<file path="src/rtl/ysyx_23060332_wbu_if.sv">
// EXU-to-WBU instruction handshake, data-memory read channel and register-file write port.
// The master modport is the environment (EXU, memory, regfile); the slave modport is the WBU.
interface ysyx_23060332_wbu_if;
    logic        in_valid;
    logic        in_ready;
    logic [4:0]  in_rd;
    logic [31:0] in_result;
    logic        in_is_load;
    logic [2:0]  in_funct3;
    logic        mem_req_valid;
    logic        mem_req_ready;
    logic [31:0] mem_addr;
    logic        mem_resp_valid;
    logic [31:0] mem_rdata;
    logic [4:0]  waddr;
    logic [31:0] wdata;
    logic        reg_wen;
    logic        wb_done;
    logic        err;

    modport master (
        output in_valid, in_rd, in_result, in_is_load, in_funct3,
        output mem_req_ready, mem_resp_valid, mem_rdata,
        input  in_ready, mem_req_valid, mem_addr,
        input  waddr, wdata, reg_wen, wb_done, err
    );

    modport slave (
        input  in_valid, in_rd, in_result, in_is_load, in_funct3,
        input  mem_req_ready, mem_resp_valid, mem_rdata,
        output in_ready, mem_req_valid, mem_addr,
        output waddr, wdata, reg_wen, wb_done, err
    );
endinterface

</file>
<file path="src/rtl/ysyx_23060332_wbu.sv">
// Write-back unit: retires ALU results directly and performs aligned loads with sign/zero extraction.
// Optional load timeout with sticky err is enabled by defining YSYX_23060332_WBU_TIMEOUT_EN.
module ysyx_23060332_wbu #(
    parameter int TIMEOUT_CYCLES = 255
) (
    input  logic clk,
    input  logic rst,
    ysyx_23060332_wbu_if.slave bus
);

    typedef enum logic [1:0] {IDLE, REQ, WAIT, WB} state_t;

    state_t      state_q, state_d;
    logic [4:0]  rd_q;
    logic [31:0] res_q;
    logic [2:0]  f3_q;
    logic        ld_q;
    logic [31:0] ext_q;

    function automatic logic [31:0] load_ext(input logic [31:0] d,
                                             input logic [1:0]  off,
                                             input logic [2:0]  f3);
        logic [7:0]  b;
        logic [15:0] h;
        logic [31:0] sh;
        sh = d >> {off, 3'b000};
        b  = sh[7:0];
        h  = off[1] ? d[31:16] : d[15:0];
        case (f3)
            3'b000:  load_ext = {{24{b[7]}}, b};
            3'b100:  load_ext = {24'h0, b};
            3'b001:  load_ext = {{16{h[15]}}, h};
            3'b101:  load_ext = {16'h0, h};
            default: load_ext = d;
        endcase
    endfunction

`ifdef YSYX_23060332_WBU_TIMEOUT_EN
    localparam int CNT_W = $clog2(TIMEOUT_CYCLES + 1);
    logic [CNT_W-1:0] cnt_q;
    logic             err_q;
    logic             timeout_hit;

    // A response on the final counted cycle still wins over the timeout.
    assign timeout_hit = (state_q == WAIT) && !bus.mem_resp_valid &&
                         (cnt_q == CNT_W'(TIMEOUT_CYCLES - 1));

    always_ff @(posedge clk) begin
        if (rst) begin
            cnt_q <= '0;
            err_q <= 1'b0;
        end else begin
            if (state_q != WAIT)
                cnt_q <= '0;
            else if (!bus.mem_resp_valid)
                cnt_q <= cnt_q + 1'b1;
            err_q <= err_q | timeout_hit;
        end
    end

    assign bus.err = err_q;
`else
    localparam int unused_timeout_cycles = TIMEOUT_CYCLES;
    assign bus.err = 1'b0;
`endif

    always_ff @(posedge clk) begin
        if (rst)
            state_q <= IDLE;
        else
            state_q <= state_d;
    end

    always_comb begin
        state_d = state_q;
        case (state_q)
            IDLE: if (bus.in_valid) state_d = bus.in_is_load ? REQ : WB;
            REQ:  if (bus.mem_req_ready) state_d = WAIT;
            WAIT: begin
                if (bus.mem_resp_valid)
                    state_d = WB;
`ifdef YSYX_23060332_WBU_TIMEOUT_EN
                else if (timeout_hit)
                    state_d = IDLE;
`endif
            end
            WB:      state_d = IDLE;
            default: state_d = IDLE;
        endcase
    end

    always_ff @(posedge clk) begin
        if (rst) begin
            rd_q  <= 5'd0;
            res_q <= 32'd0;
            f3_q  <= 3'd0;
            ld_q  <= 1'b0;
            ext_q <= 32'd0;
        end else begin
            if (state_q == IDLE && bus.in_valid) begin
                rd_q  <= bus.in_rd;
                res_q <= bus.in_result;
                f3_q  <= bus.in_funct3;
                ld_q  <= bus.in_is_load;
            end
            if (state_q == WAIT && bus.mem_resp_valid)
                ext_q <= load_ext(bus.mem_rdata, res_q[1:0], f3_q);
        end
    end

    // Every output below is a decode of state or latched registers only.
    assign bus.in_ready      = (state_q == IDLE);
    assign bus.mem_req_valid = (state_q == REQ);
    assign bus.mem_addr      = {res_q[31:2], 2'b00};
    assign bus.waddr         = rd_q;
    assign bus.wdata         = ld_q ? ext_q : res_q;
    assign bus.wb_done       = (state_q == WB);
    assign bus.reg_wen       = (state_q == WB) && (rd_q != 5'd0);

endmodule

</file>
<file path="src/flat_wrapper.sv">
// flat-port wrapper written by rule: the top's interface ports become plain ports
module ysyx_23060332_wbu_flat 
#(
    parameter int TIMEOUT_CYCLES = 255
)
  (clk, rst, bus_in_valid, bus_in_rd, bus_in_result, bus_in_is_load, bus_in_funct3, bus_mem_req_ready, bus_mem_resp_valid, bus_mem_rdata, bus_in_ready, bus_mem_req_valid, bus_mem_addr, bus_waddr, bus_wdata, bus_reg_wen, bus_wb_done, bus_err);
  ysyx_23060332_wbu_if bus_i ();
  input  logic clk;
  input  logic rst;
  input wire logic [$bits(bus_i.in_valid)-1:0] bus_in_valid;
  input wire logic [$bits(bus_i.in_rd)-1:0] bus_in_rd;
  input wire logic [$bits(bus_i.in_result)-1:0] bus_in_result;
  input wire logic [$bits(bus_i.in_is_load)-1:0] bus_in_is_load;
  input wire logic [$bits(bus_i.in_funct3)-1:0] bus_in_funct3;
  input wire logic [$bits(bus_i.mem_req_ready)-1:0] bus_mem_req_ready;
  input wire logic [$bits(bus_i.mem_resp_valid)-1:0] bus_mem_resp_valid;
  input wire logic [$bits(bus_i.mem_rdata)-1:0] bus_mem_rdata;
  output wire logic [$bits(bus_i.in_ready)-1:0] bus_in_ready;
  output wire logic [$bits(bus_i.mem_req_valid)-1:0] bus_mem_req_valid;
  output wire logic [$bits(bus_i.mem_addr)-1:0] bus_mem_addr;
  output wire logic [$bits(bus_i.waddr)-1:0] bus_waddr;
  output wire logic [$bits(bus_i.wdata)-1:0] bus_wdata;
  output wire logic [$bits(bus_i.reg_wen)-1:0] bus_reg_wen;
  output wire logic [$bits(bus_i.wb_done)-1:0] bus_wb_done;
  output wire logic [$bits(bus_i.err)-1:0] bus_err;
  assign bus_i.in_valid = bus_in_valid;
  assign bus_i.in_rd = bus_in_rd;
  assign bus_i.in_result = bus_in_result;
  assign bus_i.in_is_load = bus_in_is_load;
  assign bus_i.in_funct3 = bus_in_funct3;
  assign bus_i.mem_req_ready = bus_mem_req_ready;
  assign bus_i.mem_resp_valid = bus_mem_resp_valid;
  assign bus_i.mem_rdata = bus_mem_rdata;
  assign bus_in_ready = bus_i.in_ready;
  assign bus_mem_req_valid = bus_i.mem_req_valid;
  assign bus_mem_addr = bus_i.mem_addr;
  assign bus_waddr = bus_i.waddr;
  assign bus_wdata = bus_i.wdata;
  assign bus_reg_wen = bus_i.reg_wen;
  assign bus_wb_done = bus_i.wb_done;
  assign bus_err = bus_i.err;
  ysyx_23060332_wbu #(.TIMEOUT_CYCLES(TIMEOUT_CYCLES)) u_core (.clk(clk), .rst(rst), .bus(bus_i));
endmodule
</file>
<file path="config.mk">
export PLATFORM = sky130hd
export DESIGN_NAME = ysyx_23060332_wbu_flat
export DESIGN_NICKNAME = d
export VERILOG_FILES = /design/src/rtl/ysyx_23060332_wbu_if.sv /design/src/rtl/ysyx_23060332_wbu.sv /design/src/flat_wrapper.sv
export SDC_FILE = /design/constraint.sdc
export NUM_CORES = 1
export LEC_CHECK = 0
export BUFFER_PORTS_ARGS = -buffer_cell sky130_fd_sc_hd__buf_2
export CAP_MARGIN = 5
export CORE_ASPECT_RATIO = 0.8
export CORE_MARGIN = 3
export CORE_UTILIZATION = 51
export CTS_BUF_LIST = sky130_fd_sc_hd__clkbuf_4
export CTS_CLUSTER_DIAMETER = 150
export DETAILED_ROUTE_END_ITERATION = 8
export HOLD_SLACK_MARGIN = 0.06
export MAX_ROUTING_LAYER = met4
export PLACE_DENSITY = 0.83
export SYNTH_ARGS = -nofsm -noshare
export SYNTH_HDL_FRONTEND = slang
export SYNTH_SLANG_ARGS = --single-unit
</file>
<file path="constraint.sdc">
create_clock -name clk -period 2 [get_ports clk]
set_clock_uncertainty 0.2 [all_clocks]
set_input_delay 0.4 -clock clk [delete_from_list [all_inputs] [get_ports clk]]
set_output_delay 0.4 -clock clk [all_outputs]
set_load 0.005 [all_outputs]
</file>
==> results of run 1 <==
-- flip-flops by register name (all words and copies together), names as in the netlist --
name	cells
u_core.res_q	32
u_core.ext_q	32
u_core.ld_q	1
u_core.state_q	2
u_core.bus.waddr	5
u_core.f3_q	3
-- layout by cell type (no fill, tap or decap), types with 2 or more instances in the layout --
master,count
a211o_1,2
buf_2,116
nor2_1,27
clkbuf_4,9
a221o_1,6
nand3b_1,2
clkinvlp_4,2
dlygate4sd3_1,53
mux2_4,32
buf_12,4
dfxtp_1,70
a22oi_1,2
mux2i_1,9
nand2b_1,3
buf_4,13
ha_1,5
a21oi_1,54
inv_1,17
o22ai_1,6
buf_6,32
mux2_2,2
nor3_1,3
bufinv_16,2
dfxtp_2,4
clkbuf_16,2
a211oi_2,10
buf_8,2
a221oi_1,4
conb_1,3
o21ai_0,3
nand2_1,114
o22a_1,4
o21ai_1,4
a211oi_1,12
nand3_1,2
-- layer usage --
metal  global-route usage, %  part of all wire, %
met5                       -                    0
met1                    36.6                   43
met4                    8.10                  1.4
met3                    5.17                  7.5
met2                    51.0                   48
-- worst min-delay path: cells and delay by family --
family,cells,cell delay [ns]
AO/OA/AOI/OAI,1,0.06
buffers and inverters,1,0.14
AND/OR/NAND/NOR,1,0.08
-- power groups by stage --
| stage | Clock, µW | Combinational (µW) | Sequential, µW |
|---|---|---|---|
| 6_report | 1060 | 2680 | 2110 |
| 3_5_place_dp | 0 | 2140 | 2100 |
| 3_3_place_gp | 0 | 2050 | 2080 |
| 5_1_grt | 1140 | 2910 | 2140 |
| 4_1_cts | 1080 | 2550 | 2080 |
| 2_1_floorplan | 0 | 1590 | 2000 |
-- how the worst max path moves through the flow --
stage | from | to | slack (ns) | cells past startpoint
floorplan | u_core.ld_q | bus_wdata[10] | 0.18 | 3
global placement | u_core.res_q[0] | u_core.ext_q[6] | 0.14 | 4
detailed placement | u_core.state_q[0] | u_core.f3_q[0] | 0.01 | 5
CTS | u_core.bus.waddr[0] | bus_reg_wen | -0.20 | 3
global route | u_core.bus.waddr[0] | bus_reg_wen | -0.23 | 3
finish | u_core.bus.waddr[0] | bus_reg_wen | -0.19 | 3
-- layout make-up --
cell class,count,area [µm²]
Sequential cell,75,1510
Inverter,17,63.8
Fill cell,532,1740
Clock buffer,9,67.6
Clock inverter,7,92.6
Timing Repair Buffer,223,1760
Tap cell,105,131
Multi-Input combinational cell,329,2170
-- cell families (layout without fill, tap and decap cells) --
kind of cell | after synthesis | after routing
AO/OA/AOI/OAI | 117 | 117
AND/OR/NAND/NOR | 159 | 159
multiplexers | 45 | 45
other | 1 | 3
adder cells (fa/ha/maj) | 5 | 5
buffers and inverters | 88 | 256
flip-flops | 75 | 75
-- timing repair --
item	CTS	global route
cloned	1	2
hold buffers	53	0
endpoints found under the hold margin	53	0
resized for setup	69	8
setup buffers	2	0
endpoints found under the setup margin	38	38
-- metrics by stage --
| stage | setup slack (ns) | TNS, ns | instance area [µm²] | instances |
|---|---|---|---|---|
| after global placement | 0.142 | 0 | 4660 | 691 |
| after CTS | -0.199 | -3.32 | 5710 | 763 |
| final | -0.186 | -4.08 | 5790 | 765 |
| after floorplan | 0.184 | 0 | 4020 | 492 |
| after global routing | -0.234 | -5.64 | 5790 | 765 |
| after detailed placement | 0.0101 | 0 | 4660 | 691 |
==> flow_summary.toml, run 1 <==
[run_status]
status = "finished with violations"
violations = "setup timing"

[route]
wire_per_inst_um = 17.0
dr.pass1.iters = 6
drt-total-wl_mm = 13.0
postRouteAntennaNets = 0
via_per_inst = 5.47
drtIter0Drc = 356
num_vias = 4183
drc_errors = 0

[sta]
hold_violations = 0
postLayoutSetupSlackWorst_ns = -0.186
whs_ns = 0.0930
period_needed_ns = 2.19
rsz0062_at_grt = "true"
max_freq_ghz = 0.457
drv_slew = 0
fin_crit_sh_pct = 109
setup_viol_count_final = 33

[flow_run]
drv_cap = 0

[critical_path]
cp-end-kind = "primary output"
worstSetupStartpointType = "flip-flop"
setup.worst_path.class = "reg2out"
rr_worst_depth = 4
critPathArrivalTime_ns = 1.59
cp_max_fo = 2
cpLargestDelayFamily = "simple AND/OR/NAND/NOR gates"
crit_path_max_incr_delay_ns = 0.51
critical_path_buf_inv_count = 1
critPathRequiredTime_ns = 1.40
rr_startpoint = "u_core.res_q[0]"
rr_endpoint = "u_core.ext_q[6]"
regToRegSetupSlack_ns = 0.10
critPathSlowestCell = "or4_4"
path_cells = "or4_4, o21a_1, buf_2"

[yosys]
synth_top_family_by_area = "compound AO/OA/AOI/OAI gates"
synth_area_leader_cell = "dfxtp_1"
synth-seq-cells = 75
synth_most_common_cell = "nand2_1"
avgSynthCellArea_um2 = 8.19
synthMuxAreaShare_pct = 12.6
synthesis.area_um2 = 4020
synth_top_area_share_pct = 37.4
synth_xor_xnor_area_share_pct = 0
synth-main-ff-cell = "dfxtp_1"
ys_seq_area_share_pct = 37.4
syn_inst = 490
ys_warn_count = 0
synth.area.top_cells = "dfxtp_1, nand2_1, mux2_2"
synthAdderAreaFrac_pct = 1.56
synth_cell_types = 46
yosys.area_share.simple_pct = 16.1
ys_async_sr_fraction_pct = 0
synth-compound-area-share_pct = 20.3
synth-edff-count = 0
synthTopCellsByCount = "nand2_1, dfxtp_1, a21oi_1"

[power_and_ir_drop]
p_leak_uw = 0.00254
fin_total_pwr_uw = 5850
vdd.ir_drop.worst_mv = 1.05
net-switching-power_uw = 2160
p_per_area_nw_per_um2 = 1010
switching_share_pct = 36.9
clockPowerShare_pct = 18.1
p_int_uw = 3690
combPwrFrac_pct = 45.8
p_seq_share_pct = 36.1

[finish]
nNetsFinal = 738
drive_gt1_share_pct = 36.5
fin_util_pct = 76.9
num_antenna_cells = 0
syn2layout_area_growth_pct = 44.3

[clocking]
clock_path_buffers = 2
cts_sinks = 75
cts_root_buf = "clkbuf_4"
cts_buffers = 9
tritoncts = "yes"
clock_latency_ns = 0.43
htreeDepth = 3
clkSlewWorstSetupHoldPaths_ns = 0.12

[placed_design]
gp_congestion = 0.909
port_buffers = 148
hpwl_mm = 8.16

[global_route]
grt_overflow_total = 0
antenna_found_initial = 0
grt_start_max_net_pins = 42
grt_pass1_vias = 4248
grt_pass1_wl_mm = 21.0
grtUsageTotal_pct = 29.9

[hold_path]
min_path_type = "in2reg"
hold_path_startpoint = "bus_mem_rdata[27]"
min_to = "u_core.ext_q[27]"
hold_depth = 3

[floorplanning]
die_height_um = 85.4
die-area_um2 = 8980
start_util_pct = 53.3
core_area_um2 = 7530
rows = 28
io_pins = 152
die_x_um = 105
(Power assumes the default switching activity.)
==> inputs of run 2 (changes only) <==
--- a/config.mk
+++ b/config.mk
@@ -5,6 +5,7 @@
 export SDC_FILE = /design/constraint.sdc
 export NUM_CORES = 1
 export LEC_CHECK = 0
+export ABC_AREA = 1
 export BUFFER_PORTS_ARGS = -buffer_cell sky130_fd_sc_hd__buf_2
 export CAP_MARGIN = 5
 export CORE_ASPECT_RATIO = 0.8
@@ -15,7 +16,7 @@
 export DETAILED_ROUTE_END_ITERATION = 8
 export HOLD_SLACK_MARGIN = 0.06
 export MAX_ROUTING_LAYER = met4
-export PLACE_DENSITY = 0.83
+export PLACE_DENSITY = 0.82
 export SYNTH_ARGS = -nofsm -noshare
 export SYNTH_HDL_FRONTEND = slang
 export SYNTH_SLANG_ARGS = --single-unit
==> run 2 against run 1 <==
Net effect: the run still ends with setup timing left; sequential power rose by 4%; final cell count grew 15%; non-clock buffer count fell by 12; combinational power up 27%; utilization is 2.5 points lower; hold slack lost 0.0079 ns; clock-buffer cell count grew 1; flip-flop and latch count is the same; synthesized cell count grew 26%; power is 14% higher; sequential share of layout area grew 0.63 points; maximum frequency up 7.8%; critical path type unchanged.
==> flow_summary.toml, run 2 <==
[run_status]
status = "finished with violations"
violations = "setup timing"

[placed_design]
gp_congestion = 0.911
dp_cells = 815
port_buffers = 148
post-place-ws_ns = 0.247
hpwl_mm = 8.35

[global_route]
antenna_found_initial = 0
grtUsageTotal_pct = 27.0
grt_pass1_wl_mm = 19.3
grt_overflow_total = 0
grt_pass1_vias = 4206
grt_start_max_net_pins = 57

[yosys]
synth-compound-area-share_pct = 22.9
synth.area.top_cells = "dfxtp_1, o21ai_0, nor2_1"
synth-seq-cells = 75
synth_top_family_by_area = "compound AO/OA/AOI/OAI gates"
synth_cell_types = 29
synth_xor_xnor_area_share_pct = 0
synthesis.area_um2 = 4090
avgSynthCellArea_um2 = 6.65
synthTopCellsByCount = "o21ai_0, nor2_1, inv_1"
synthMuxAreaShare_pct = 0.275
synth-edff-count = 0
synth-main-ff-cell = "dfxtp_1"
yosys.area_share.simple_pct = 20.7
synth_most_common_cell = "o21ai_0"
synth_top_area_share_pct = 36.7
synth_area_leader_cell = "dfxtp_1"
ys_async_sr_fraction_pct = 0
synthAdderAreaFrac_pct = 1.53
ys_warn_count = 0
syn_inst = 616
ys_seq_area_share_pct = 36.7

[route]
via_per_inst = 5.26
num_vias = 4641
drt-total-wl_mm = 13.6
drtIter0Drc = 408
dr.pass1.iters = 6
postRouteAntennaNets = 0
wire_per_inst_um = 15.4
drc_errors = 0

[clocking]
cts_sinks = 75
htreeDepth = 3
tritoncts = "yes"
cts_buffers = 9
clock_path_buffers = 2
cts_root_buf = "clkbuf_4"
clock_latency_ns = 0.44
clkSlewWorstSetupHoldPaths_ns = 0.13

[floorplanning]
rows = 28
die_x_um = 106
start_util_pct = 53.9
die_height_um = 86.1
io_pins = 152
core_area_um2 = 7600
die-area_um2 = 9140

[hold_path]
hold_path_startpoint = "bus_in_funct3[2]"
min_path_type = "in2reg"
min_to = "u_core.f3_q[2]"
hold_depth = 3

[critical_path]
critPathRequiredTime_ns = 1.40
worstSetupStartpointType = "flip-flop"
setup.worst_path.class = "reg2out"
rr_endpoint = "u_core.ext_q[31]"
cp-end-kind = "primary output"
critical_path_buf_inv_count = 3
critPathSlowestCell = "dfxtp_4"
regToRegSetupSlack_ns = 0.19
critPathArrivalTime_ns = 1.43
rr_startpoint = "u_core.res_q[1]"
cp_max_fo = 7
crit_path_max_incr_delay_ns = 0.37
rr_worst_depth = 8
path_cells = "buf_6, clkbuf_16, a21oi_2, buf_2"
cpLargestDelayFamily = "buffers and inverters"

[power_and_ir_drop]
fin_total_pwr_uw = 6690
vdd.ir_drop.worst_mv = 0.856
p_leak_uw = 0.00282
p_per_area_nw_per_um2 = 1180

[sta]
postLayoutSetupSlackWorst_ns = -0.0290
hold_violations = 0
fin_crit_sh_pct = 101
period_needed_ns = 2.03
setup_viol_count_final = 18
drv_slew = 0
whs_ns = 0.0851
max_freq_ghz = 0.493
rsz0062_at_grt = "true"

[finish]
mostFrequentLayoutCells = "buf_2, inv_1, o21ai_0, nand2_1, nor2_1"
drive_gt1_share_pct = 32.8
syn2layout_area_growth_pct = 38.2
stdcell_count = 882
num_antenna_cells = 0
nNetsFinal = 855
mostFrequentLayoutCell = "buf_2"

[flow_run]
drv_cap = 0
[run 2: routing by layer]
| layer | track usage, % | up-vias | share of wire, % |
|---|---|---|---|
| li1 | - | 2240 | - |
| met1 | 32.9 | 2105 | 41 |
| met2 | 44.7 | 261 | 47 |
| met3 | 6.70 | 35 | 9.6 |
| met4 | 7.88 | 0 | 2.2 |
| met5 | - | - | 0 |
[run 2: kinds of logic after synthesis]
family	count (synthesis)
AOI/OAI and AO/OA	174
adders and majority gates	5
buffers and inverters	156
DFF	75
muxes	1
other	1
and+or+nand+nor	204
[run 2: stage by stage]
stage | util [%] | setup TNS, ns | cell area, µm²
final | 74.4 | -0.205 | 5660
after global routing | 74.4 | -2.00 | 5660
after CTS | 69.7 | -0.0377 | 5300
after detailed placement | 61.9 | 0 | 4710
after global placement | 61.9 | 0 | 4710
after floorplan | - | 0 | 4100
[run 2: worst register-to-register path, cell delays in order (launching register included)]
cell	delay, ns
dfxtp_2	0.39
inv_2	0.23
nand2_1	0.12
nand3_1	0.10
nand2_2	0.08
nand2_4	0.13
nand2_4	0.16
o21ai_0	0.22
inv_1	0.07
[run 2: worst max path at each step]
stage	to	startpoint	depth (start not counted)
finish	bus_wdata[21]	u_core.ld_q	4
global placement	u_core.ext_q[31]	bus_mem_rdata[31]	9
floorplan	u_core.f3_q[1]	u_core.state_q[0]	6
CTS	bus_wdata[23]	u_core.ld_q	4
global route	bus_wdata[28]	u_core.ld_q	5
detailed placement	u_core.ext_q[31]	u_core.res_q[1]	8
[run 2: layout make-up]
type                       instances  area, µm²
clock buffer                      10       75.1
clock inverter                     6       90.1
fill                             599       1940
inverter                          88        333
multi-input combinational        387       2050
sequential                        75       1510
tap                              105        131
timing repair buffer             211       1470
[run 2: power by group]
| group | internal, µW | switching [µW] |
|---|---|---|
| registers | 1910 | 284 |
| logic | 1450 | 1950 |
| clock network | 523 | 575 |
[run 2: what timing repair did]
action                                  in CTS  in global routing
pin swaps                                    0                  1
hold buffers                                39                  0
hold endpoints to repair                    39                  0
buffers inserted                             1                  3
cloned                                       0                  8
resized for setup                            9                 60
endpoints found under the setup margin      17                 27
